**config.mk**
```make
export PLATFORM = sky130hd
export DESIGN_NAME = rgb_yuv_encoder
export DESIGN_NICKNAME = d
export VERILOG_FILES = /design/src/rtl/rgb_yuv_encoder.sv
export SDC_FILE = /design/constraint.sdc
export NUM_CORES = 1
export LEC_CHECK = 0
export BUFFER_PORTS_ARGS = -buffer_cell sky130_fd_sc_hd__buf_2
export CORE_ASPECT_RATIO = 0.75
export CORE_UTILIZATION = 50
export CTS_CLUSTER_DIAMETER = 30
export DETAILED_ROUTE_END_ITERATION = 12
export PLACE_DENSITY = 0.62
export SKIP_CTS_REPAIR_TIMING = 1
export SLEW_MARGIN = 0
export SYNTH_ARGS = -nofsm -noshare
export SYNTH_HDL_FRONTEND = slang
export SYNTH_SLANG_ARGS = --single-unit
```
**constraint.sdc**
```tcl
create_clock -name Clock -period 24.9 [get_ports Clock]
set_input_delay 1.245 -clock Clock [delete_from_list [all_inputs] [get_ports Clock]]
set_output_delay 1.245 -clock Clock [all_outputs]
set_load 0.005 [all_outputs]
```
**src/rtl/rgb_yuv_encoder.sv**
```systemverilog
// rgb_yuv_encoder
// Reads an interleaved 8-bit RGB frame from a single-port SRAM. Each group of
// four pixels comes from six 16-bit words. The encoder writes four Y samples
// and one horizontally subsampled U/V pair per two pixels back into separate
// Y, U and V planes. Every group takes a fixed 20-cycle schedule:
// six reads, Y/U/V arithmetic, then four writes.
//
// Ports
//   Clock            single rising-edge clock
//   Reset            synchronous, active-high
//   Enable           frame start request, looked at only while idle
//   SRAM_address     registered SRAM address
//   SRAM_read_data   SRAM read data, two cycles behind the address
//   SRAM_write_data  registered SRAM write data
//   SRAM_we_n        registered active-low write strobe
//   Done             one-cycle pulse when the whole frame has been written
module rgb_yuv_encoder #(
  parameter logic [17:0] RGB_BASE = 18'd146944,
  parameter logic [17:0] Y_BASE   = 18'd0,
  parameter logic [17:0] U_BASE   = 18'd38400,
  parameter logic [17:0] V_BASE   = 18'd57600,
  parameter int          GROUPS   = 19200
) (
  input  logic        Clock,
  input  logic        Reset,
  input  logic        Enable,
  output logic [17:0] SRAM_address,
  input  logic [15:0] SRAM_read_data,
  output logic [15:0] SRAM_write_data,
  output logic        SRAM_we_n,
  output logic        Done
);

  typedef enum logic [1:0] {IDLE, GROUP, DONE} state_t;

  state_t             state;
  logic [17:0]        g;
  logic [4:0]         k;
  logic [17:0]        rd_ptr;
  logic [15:0]        src_word [0:5];
  logic [7:0]         res [0:7];

  logic [7:0]         px_r [0:3];
  logic [7:0]         px_g [0:3];
  logic [7:0]         px_b [0:3];
  logic               luma;
  logic               chroma;
  logic [8:0]         op_a, op_b, op_c;
  logic signed [17:0] coef_a, coef_b, coef_c;
  logic signed [31:0] prod_a, prod_b, prod_c;
  logic signed [31:0] sum;
  logic signed [31:0] scaled;
  logic [7:0]         clamped;
  logic               last_group;

  // Split the six captured words back into the byte stream R,G,B,R,G,B,...
  // and pick the multiplier operands for the current schedule slot.
  // k=8..11 produce Y0..Y3; k=12,13 produce U0,U1; k=14,15 produce V0,V1.
  always_comb begin
    for (int i = 0; i < 2; i++) begin
      px_r[2*i]   = src_word[3*i][15:8];
      px_g[2*i]   = src_word[3*i][7:0];
      px_b[2*i]   = src_word[3*i+1][15:8];
      px_r[2*i+1] = src_word[3*i+1][7:0];
      px_g[2*i+1] = src_word[3*i+2][15:8];
      px_b[2*i+1] = src_word[3*i+2][7:0];
    end

    luma   = (k[4:2] == 3'b010);
    chroma = (k[4:2] == 3'b011);

    op_a   = '0;
    op_b   = '0;
    op_c   = '0;
    coef_a = '0;
    coef_b = '0;
    coef_c = '0;

    if (luma) begin
      op_a   = {1'b0, px_r[k[1:0]]};
      op_b   = {1'b0, px_g[k[1:0]]};
      op_c   = {1'b0, px_b[k[1:0]]};
      coef_a = 18'sd16843;
      coef_b = 18'sd33030;
      coef_c = 18'sd6423;
    end else if (chroma) begin
      // Chroma works on the sum of two horizontally adjacent pixels.
      // That is why its shift is one bit wider than the luma shift.
      op_a = {1'b0, px_r[{k[0], 1'b0}]} + {1'b0, px_r[{k[0], 1'b1}]};
      op_b = {1'b0, px_g[{k[0], 1'b0}]} + {1'b0, px_g[{k[0], 1'b1}]};
      op_c = {1'b0, px_b[{k[0], 1'b0}]} + {1'b0, px_b[{k[0], 1'b1}]};
      if (!k[1]) begin
        coef_a = -18'sd9699;
        coef_b = -18'sd19071;
        coef_c = 18'sd28770;
      end else begin
        coef_a = 18'sd28770;
        coef_b = -18'sd24117;
        coef_c = -18'sd4653;
      end
    end
  end

  // Three shared multipliers. The 9-bit operands are unsigned, so each one
  // gets a zero bit in front before the signed multiply.
  always_comb begin
    prod_a = 32'($signed({1'b0, op_a})) * 32'(coef_a);
    prod_b = 32'($signed({1'b0, op_b})) * 32'(coef_b);
    prod_c = 32'($signed({1'b0, op_c})) * 32'(coef_c);
    sum    = prod_a + prod_b + prod_c + (luma ? 32'sd32768 : 32'sd65536);
    scaled = luma ? ((sum >>> 16) + 32'sd16) : ((sum >>> 17) + 32'sd128);
    if (scaled < 32'sd0) begin
      clamped = 8'd0;
    end else if (scaled > 32'sd255) begin
      clamped = 8'd255;
    end else begin
      clamped = scaled[7:0];
    end
  end

  assign last_group = (g == 18'(GROUPS - 1));

  // Frame sequencer. Each SRAM output is loaded one cycle ahead of the slot
  // in which it must appear. So the read addresses for k=1..5 are issued at
  // k=0..4, and the write for slot k+1 is set up during slot k.
  always_ff @(posedge Clock) begin
    if (Reset) begin
      state           <= IDLE;
      g               <= '0;
      k               <= '0;
      rd_ptr          <= '0;
      SRAM_address    <= '0;
      SRAM_write_data <= '0;
      SRAM_we_n       <= 1'b1;
      Done            <= 1'b0;
      for (int i = 0; i < 6; i++) src_word[i] <= '0;
      for (int i = 0; i < 8; i++) res[i] <= '0;
    end else begin
      Done      <= 1'b0;
      SRAM_we_n <= 1'b1;
      case (state)
        IDLE: begin
          if (Enable) begin
            state        <= GROUP;
            g            <= '0;
            k            <= '0;
            SRAM_address <= RGB_BASE;
            rd_ptr       <= RGB_BASE + 18'd1;
          end
        end

        GROUP: begin
          // Read data shows up two slots after its address. Shifting it in
          // lands word 0 in src_word[0] after six captures.
          if (k >= 5'd2 && k <= 5'd7) begin
            for (int i = 0; i < 5; i++) src_word[i] <= src_word[i+1];
            src_word[5] <= SRAM_read_data;
          end

          if (luma || chroma) res[k[2:0]] <= clamped;

          case (k)
            5'd15: begin
              SRAM_address    <= Y_BASE + {g[16:0], 1'b0};
              SRAM_write_data <= {res[0], res[1]};
              SRAM_we_n       <= 1'b0;
            end
            5'd16: begin
              SRAM_address    <= Y_BASE + {g[16:0], 1'b1};
              SRAM_write_data <= {res[2], res[3]};
              SRAM_we_n       <= 1'b0;
            end
            5'd17: begin
              SRAM_address    <= U_BASE + g;
              SRAM_write_data <= {res[4], res[5]};
              SRAM_we_n       <= 1'b0;
            end
            5'd18: begin
              SRAM_address    <= V_BASE + g;
              SRAM_write_data <= {res[6], res[7]};
              SRAM_we_n       <= 1'b0;
            end
            default: begin
            end
          endcase

          if (k == 5'd19) begin
            k <= '0;
            if (last_group) begin
              state <= DONE;
              Done  <= 1'b1;
            end else begin
              g            <= g + 18'd1;
              SRAM_address <= rd_ptr;
              rd_ptr       <= rd_ptr + 18'd1;
            end
          end else begin
            k <= k + 5'd1;
            if (k < 5'd5) begin
              SRAM_address <= rd_ptr;
              rd_ptr       <= rd_ptr + 18'd1;
            end
          end
        end

        DONE: begin
          state <= IDLE;
        end

        default: begin
          state <= IDLE;
        end
      endcase
    end
  end

endmodule

```
==> results.py, run 1 <==
metrics = {
    "outcome": {
        "status": "completed",
    },
    "logic_synthesis": {
        "async_flop_share_pct": 0,
        "synth-seq-area-share_pct": 22.6,
        "synth_ff_type": "edfxtp_1",
        "avgSynthCellArea_um2": 9.81,
        "synth-seq-cells": 239,
        "synth-edff-count": 160,
        "ys_types": 87,
        "synthCells": 2881,
        "yosys_warnings": 0,
        "syn-cell-area_mm2": 0.0283,
    },
    "finish": {
        "fill_cells": 4890,
        "multiInputGateArea_mm2": 0.0189,
        "area_growth_pct": 11.1,
        "final_nets": 3589,
        "final_common_cell": "inv_1",
        "fin_util_pct": 56.2,
        "final_cell_mix": "718 x inv_1, 418 x fa_1, 254 x nor2_1, 230 x ha_1, 160 x edfxtp_1",
        "antenna_cells": 0,
        "drive_gt1_share_pct": 9.76,
        "regArea_mm2": 0.00639,
    },
    "worst_setup_path": {
        "r2r-start": "k[0]$_SDFFE_PP0P_",
        "path_class": "register to register",
        "crit_fanout": 71,
        "start_kind": "register",
        "critPathRequiredTime_ps": 25220,
        "crit_path_frequent_cell": "fa_1",
        "cpPeakStageDelay_ps": 720,
        "reg2reg_depth": 40,
        "end_kind": "register",
        "r2r-end": "res[2][6]$_SDFFCE_PN0P_",
        "critical-path-slowest-cell": "buf_4",
        "rrSetupSlack_ps": 11540,
        "crit_arrival_ps": 13670,
    },
    "place": {
        "io_buffers": 54,
        "post-dp-hpwl_mm": 64.1,
        "gp_congestion": 0.999,
    },
    "sta": {
        "whs_ps": 499,
        "fin_setup_tns_ps": 0,
        "skew_ps": 22.9,
        "max_freq_ghz": 0.0749,
        "hold_viol": 0,
        "worst_pin_slew_ps": 1170,
        "relSlewSlack_pct": 21.6,
        "min_period_over_period_pct": 53.6,
        "setup-violations-final": 0,
        "rsz0062_at_grt": "no",
        "post-route-min-period_ps": 13360,
        "slew_violations": 0,
    },
    "die": {
        "die-area_mm2": 0.0575,
        "io_pins": 55,
        "start_util_pct": 50.6,
        "core_mm2": 0.0558,
        "die_h_um": 208,
        "rows": 75,
        "die_x_um": 276,
    },
    "clock_tree": {
        "cts_tree": "done",
        "cts-root-buf": "clkbuf_16",
        "htreeDepth": 2,
        "cts_max_path_buffers": 3,
        "clock_latency_ps": 600,
        "cts_sinks": 239,
        "cts_buffers": 57,
        "cts.reportedPaths.clkPinSlew_ps": 50,
    },
    "grt": {
        "track_usage_pct": 28.3,
        "grt_antenna_before_repair": 0,
        "grt_pass1_vias": 21200,
        "grt_pass1_wl_mm": 123,
        "gr-total-overflow": 0,
        "grt_start_max_net_pins": 97,
    },
    "hold_path": {
        "hp-start": "SRAM_write_data[0]$_SDFFE_PP0P_",
        "hold_path.class": "register to register",
        "whs_endpoint": "SRAM_write_data[0]$_SDFFE_PP0P_",
        "holdPathStages": 2,
    },
    "job": {
        "drv_cap": 0,
    },
    "drt": {
        "routed_via_density": 5.56,
        "drt_pass1_iterations": 8,
        "drt_iter0_markers": 1945,
        "wl_per_cell_um": 21.1,
        "wl_mm": 78.1,
        "via_count": 20600,
        "drcViolationCount": 0,
        "detail-route-antenna-nets": 0,
    },
    "power_and_ir_drop": {
        "p_leak_uw": 0.0154,
        "power.density_mw_per_mm2": 42.2,
        "report.power.total_uw": 1320,
        "ir_drop_mv": 0.0474,
    },
}
## worst max-delay path by stage
stage / startpoint / endpoint / slack, ps / cells past startpoint
2_1_floorplan: k[0]$_SDFFE_PP0P_ / res[0][7]$_SDFFCE_PN0P_ / 12980 / 45
3_3_place_gp: k[0]$_SDFFE_PP0P_ / res[0][6]$_SDFFCE_PN0P_ / 11860 / 40
3_5_place_dp: k[0]$_SDFFE_PP0P_ / res[0][7]$_SDFFCE_PN0P_ / 11630 / 40
4_1_cts: k[0]$_SDFFE_PP0P_ / res[0][7]$_SDFFCE_PN0P_ / 11630 / 40
5_1_grt: k[0]$_SDFFE_PP0P_ / res[2][6]$_SDFFCE_PN0P_ / 10760 / 40
6_report: k[0]$_SDFFE_PP0P_ / res[2][6]$_SDFFCE_PN0P_ / 11540 / 40
## registers in the layout, indices dropped and copies added, names as in the netlist, 2 cells and up
register / cells
src_word: 96
res: 64
SRAM_address: 18
g: 18
rd_ptr: 18
SRAM_write_data: 16
k: 5
state: 2
## kinds of logic after synthesis
group / share of synthesized area (%)
multiplexers: 3.95
buffers and inverters: 10.8
AO/OA/AOI/OAI: 8.50
adder cells (fa/ha/maj): 39.8
other: 0.0266
flip-flops: 22.6
AND/OR/NAND/NOR: 12.3
XOR/XNOR: 2.02
## critical path, delay by kind of cell (launching register included)
| kind | cells | cell delay [ps] |
|---|---|---|
| adder cells (fa/ha/maj) | 11 | 5110 |
| AO/OA/AOI/OAI | 11 | 3040 |
| AND/OR/NAND/NOR | 9 | 2540 |
| buffers and inverters | 6 | 1240 |
| flip-flops | 1 | 430 |
| multiplexers | 1 | 370 |
| XOR/XNOR | 2 | 330 |
## power by group
part | internal (µW) | switching (µW) | leakage [µW] | total [µW]
registers | 436 | 8.97 | 0.00229 | 445
clock network | 554 | 249 | 0.00102 | 803
logic | 30.4 | 45.3 | 0.0121 | 75.7
total | 1020 | 304 | 0.0154 | 1320
## synth_stat cells (9+ instances only)
cell / instances / area [µm²]
inv_1: 718 / 2700
fa_1: 418 / 8370
nor2_1: 256 / 961
ha_1: 230 / 2880
edfxtp_1: 160 / 4800
nand2_1: 154 / 578
and2_1: 130 / 813
a21oi_1: 91 / 455
clkbuf_1: 79 / 297
dfxtp_1: 79 / 1580
mux2_2: 45 / 507
o21ai_0: 42 / 210
xnor2_1: 36 / 315
nor3_1: 33 / 165
nand3_1: 29 / 145
xor2_1: 29 / 254
a222oi_1: 27 / 270
mux4_2: 22 / 495
a21o_1: 21 / 158
nand2b_1: 19 / 119
o21bai_1: 19 / 143
a311oi_1: 17 / 149
nand4_1: 17 / 106
and3_1: 16 / 100
or2_2: 12 / 75.1
mux2i_1: 10 / 100
and4_1: 9 / 78.8
or3_1: 9 / 56.3
## stage by stage
stage	cell area, µm²	instances	worst slack (ps)
finish	31400	3702	11540
global route	31400	3702	10760
CTS	31400	3702	11630
global placement	29300	3594	11860
detailed placement	29300	3594	11630
floorplan	28300	2883	12980
## routing by layer
layer	vias up	track usage, %	share of wire, %
met3	54	7.69	9.9
li1	9274	-	-
met2	807	40.0	42
met5	-	0	0
met1	10400	43.6	47
met4	0	4.85	1.2
## final cells by class
type                    count  area share, %
clock inverters            39           1.63
multi-input cells        1833           60.1
flip-flops and latches    239           20.4
repair buffers             71           1.27
well taps                 731           2.92
clock buffers              69           5.12
inverters                 720           8.61
(Power assumes the default switching activity.)
==> inputs of run 2 (changes only) <==
Clock period 24.9 ns to 12.8 ns, I/O delays scaled along.
==> run 2 against run 1 <==
  * Cell count is 0.35% higher
  * Count of clock-buffer cells in the layout is 9 lower
  * First-iteration DRC count is 8.0% higher
  * Critical path depth up 2
  * Clock power grew 73%
  * Critical path type unchanged
  * Largest power group unchanged
==> results.py, run 2 (synthesis results as in run 1) <==
metrics = {
    "clock_tree": {
        "cts_buffers": 53,
        "cts_tree": "done",
        "cts_sinks": 239,
        "htreeDepth": 2,
        "clock_latency_ps": 590,
        "cts_max_path_buffers": 3,
        "cts-root-buf": "clkbuf_16",
        "cts.reportedPaths.clkPinSlew_ps": 50,
    },
    "die": {
        "core_mm2": 0.0558,
        "die-area_mm2": 0.0575,
        "rows": 75,
        "start_util_pct": 50.6,
        "io_pins": 55,
        "die_h_um": 208,
        "die_x_um": 276,
    },
    "worst_setup_path": {
        "crit_path_frequent_cell": "fa_1",
        "crit_fanout": 26,
        "reg2reg_depth": 42,
        "r2r-start": "k[0]$_SDFFE_PP0P_",
        "cpPeakStageDelay_ps": 610,
        "end_kind": "register",
        "path_class": "register to register",
        "start_kind": "register",
        "critical-path-slowest-cell": "dfxtp_4",
        "rrSetupSlack_ps": 740,
        "r2r-end": "res[7][4]$_SDFFCE_PN0P_",
        "crit_arrival_ps": 12360,
        "critPathRequiredTime_ps": 13100,
    },
    "sta": {
        "fin_setup_tns_ps": 0,
        "post-route-min-period_ps": 12060,
        "setup-violations-final": 0,
        "hold_viol": 0,
        "worst_pin_slew_ps": 1100,
        "rsz0062_at_grt": "no",
        "skew_ps": 41.4,
        "relSlewSlack_pct": 26.2,
        "slew_violations": 0,
        "max_freq_ghz": 0.0829,
        "min_period_over_period_pct": 94.2,
    },
    "grt": {
        "gr-total-overflow": 0,
        "grt_start_max_net_pins": 97,
        "grt_antenna_before_repair": 0,
        "grt_pass1_vias": 21200,
        "track_usage_pct": 28.7,
        "grt_pass1_wl_mm": 125,
    },
    "hold_path": {
        "whs_endpoint": "src_word[5][15]$_SDFFCE_PN0P_",
        "hold_path.class": "input pin to register",
        "holdPathStages": 2,
        "hp-start": "SRAM_read_data[15]",
    },
    "finish": {
        "fill_cells": 4923,
        "largest_reg_flops": 96,
        "largest_registers": "src_word x96, res x64",
        "final_nets": 3607,
        "final_common_cell": "inv_1",
        "area_growth_pct": 10.9,
        "final_cell_mix": "718 x inv_1, 418 x fa_1, 251 x nor2_1, 230 x ha_1, 160 x edfxtp_1",
        "drive_gt1_share_pct": 10.3,
        "largest_register": "src_word",
        "final_area_mm2": 0.0313,
        "antenna_cells": 0,
    },
    "place": {
        "gp_congestion": 1.04,
        "post-dp-hpwl_mm": 65.2,
        "io_buffers": 54,
        "dpl-instance-area_mm2": 0.0294,
    },
    "drt": {
        "routed_via_density": 5.55,
        "wl_mm": 78.8,
        "via_count": 20600,
        "detail-route-antenna-nets": 0,
        "wl_per_cell_um": 21.2,
        "drt_iter0_markers": 2100,
        "drcViolationCount": 0,
        "drt_pass1_iterations": 9,
    },
    "power_and_ir_drop": {
        "p_leak_uw": 0.0154,
        "ir_drop_mv": 0.0875,
        "power.density_mw_per_mm2": 76.6,
    },
    "outcome": {
        "status": "completed",
    },
    "job": {
        "drv_cap": 0,
    },
}
run 2: layout make-up:
class | instances | area (µm²) | area share [%]
inverters | 720 | 2700 | 8.63
repair buffers | 93 | 588 | 1.88
flip-flops and latches | 239 | 6390 | 20.4
well taps | 731 | 915 | 2.92
clock buffers | 60 | 1370 | 4.38
clock inverters | 39 | 467 | 1.49
multi-input cells | 1833 | 18900 | 60.3
run 2: worst max-delay path by stage:
stage / startpoint / to / slack, ps / cells past startpoint
global placement: k[0]$_SDFFE_PP0P_ / res[3][6]$_SDFFCE_PN0P_ / 660 / 39
global route: k[0]$_SDFFE_PP0P_ / res[1][4]$_SDFFCE_PN0P_ / 40 / 42
detailed placement: k[0]$_SDFFE_PP0P_ / res[0][7]$_SDFFCE_PN0P_ / 420 / 40
floorplan: k[0]$_SDFFE_PP0P_ / res[0][7]$_SDFFCE_PN0P_ / 880 / 45
finish: k[0]$_SDFFE_PP0P_ / res[7][4]$_SDFFCE_PN0P_ / 740 / 42
CTS: k[0]$_SDFFE_PP0P_ / res[0][7]$_SDFFCE_PN0P_ / 390 / 40
run 2: metal layers:
metal	track usage (%)	part of all wire (%)
met5	0	0
met4	3.93	0.96
met3	6.65	10
met2	40.4	42
met1	45.4	47
run 2: where the power goes:
part           switching [µW]  internal (µW)
sequential               19.5            848
combinational            86.9           60.8
clock                     466            921
total                     572           1830
run 2: metrics by stage:
stage               hold slack (ps)  cells  power, µW  worst slack, ps  util (%)
floorplan                       471   2883        978              883         -
global placement                478   3609       1020              659      52.6
detailed placement              493   3609       1020              418      52.6
CTS                             312   3708       2410              392      55.9
global route                    321   3715       2470             38.7      56.1
finish                          328   3715       2400              740      56.1
run 2: worst max-delay path: cells and delay by family, from the launching register on:
kind,cells,cell delay (ps)
adder cells (fa/ha/maj),12,5430
buffers and inverters,8,690
flip-flops,1,610
multiplexers,1,240
XOR/XNOR,2,300
AO/OA/AOI/OAI,11,2380
AND/OR/NAND/NOR,8,2130
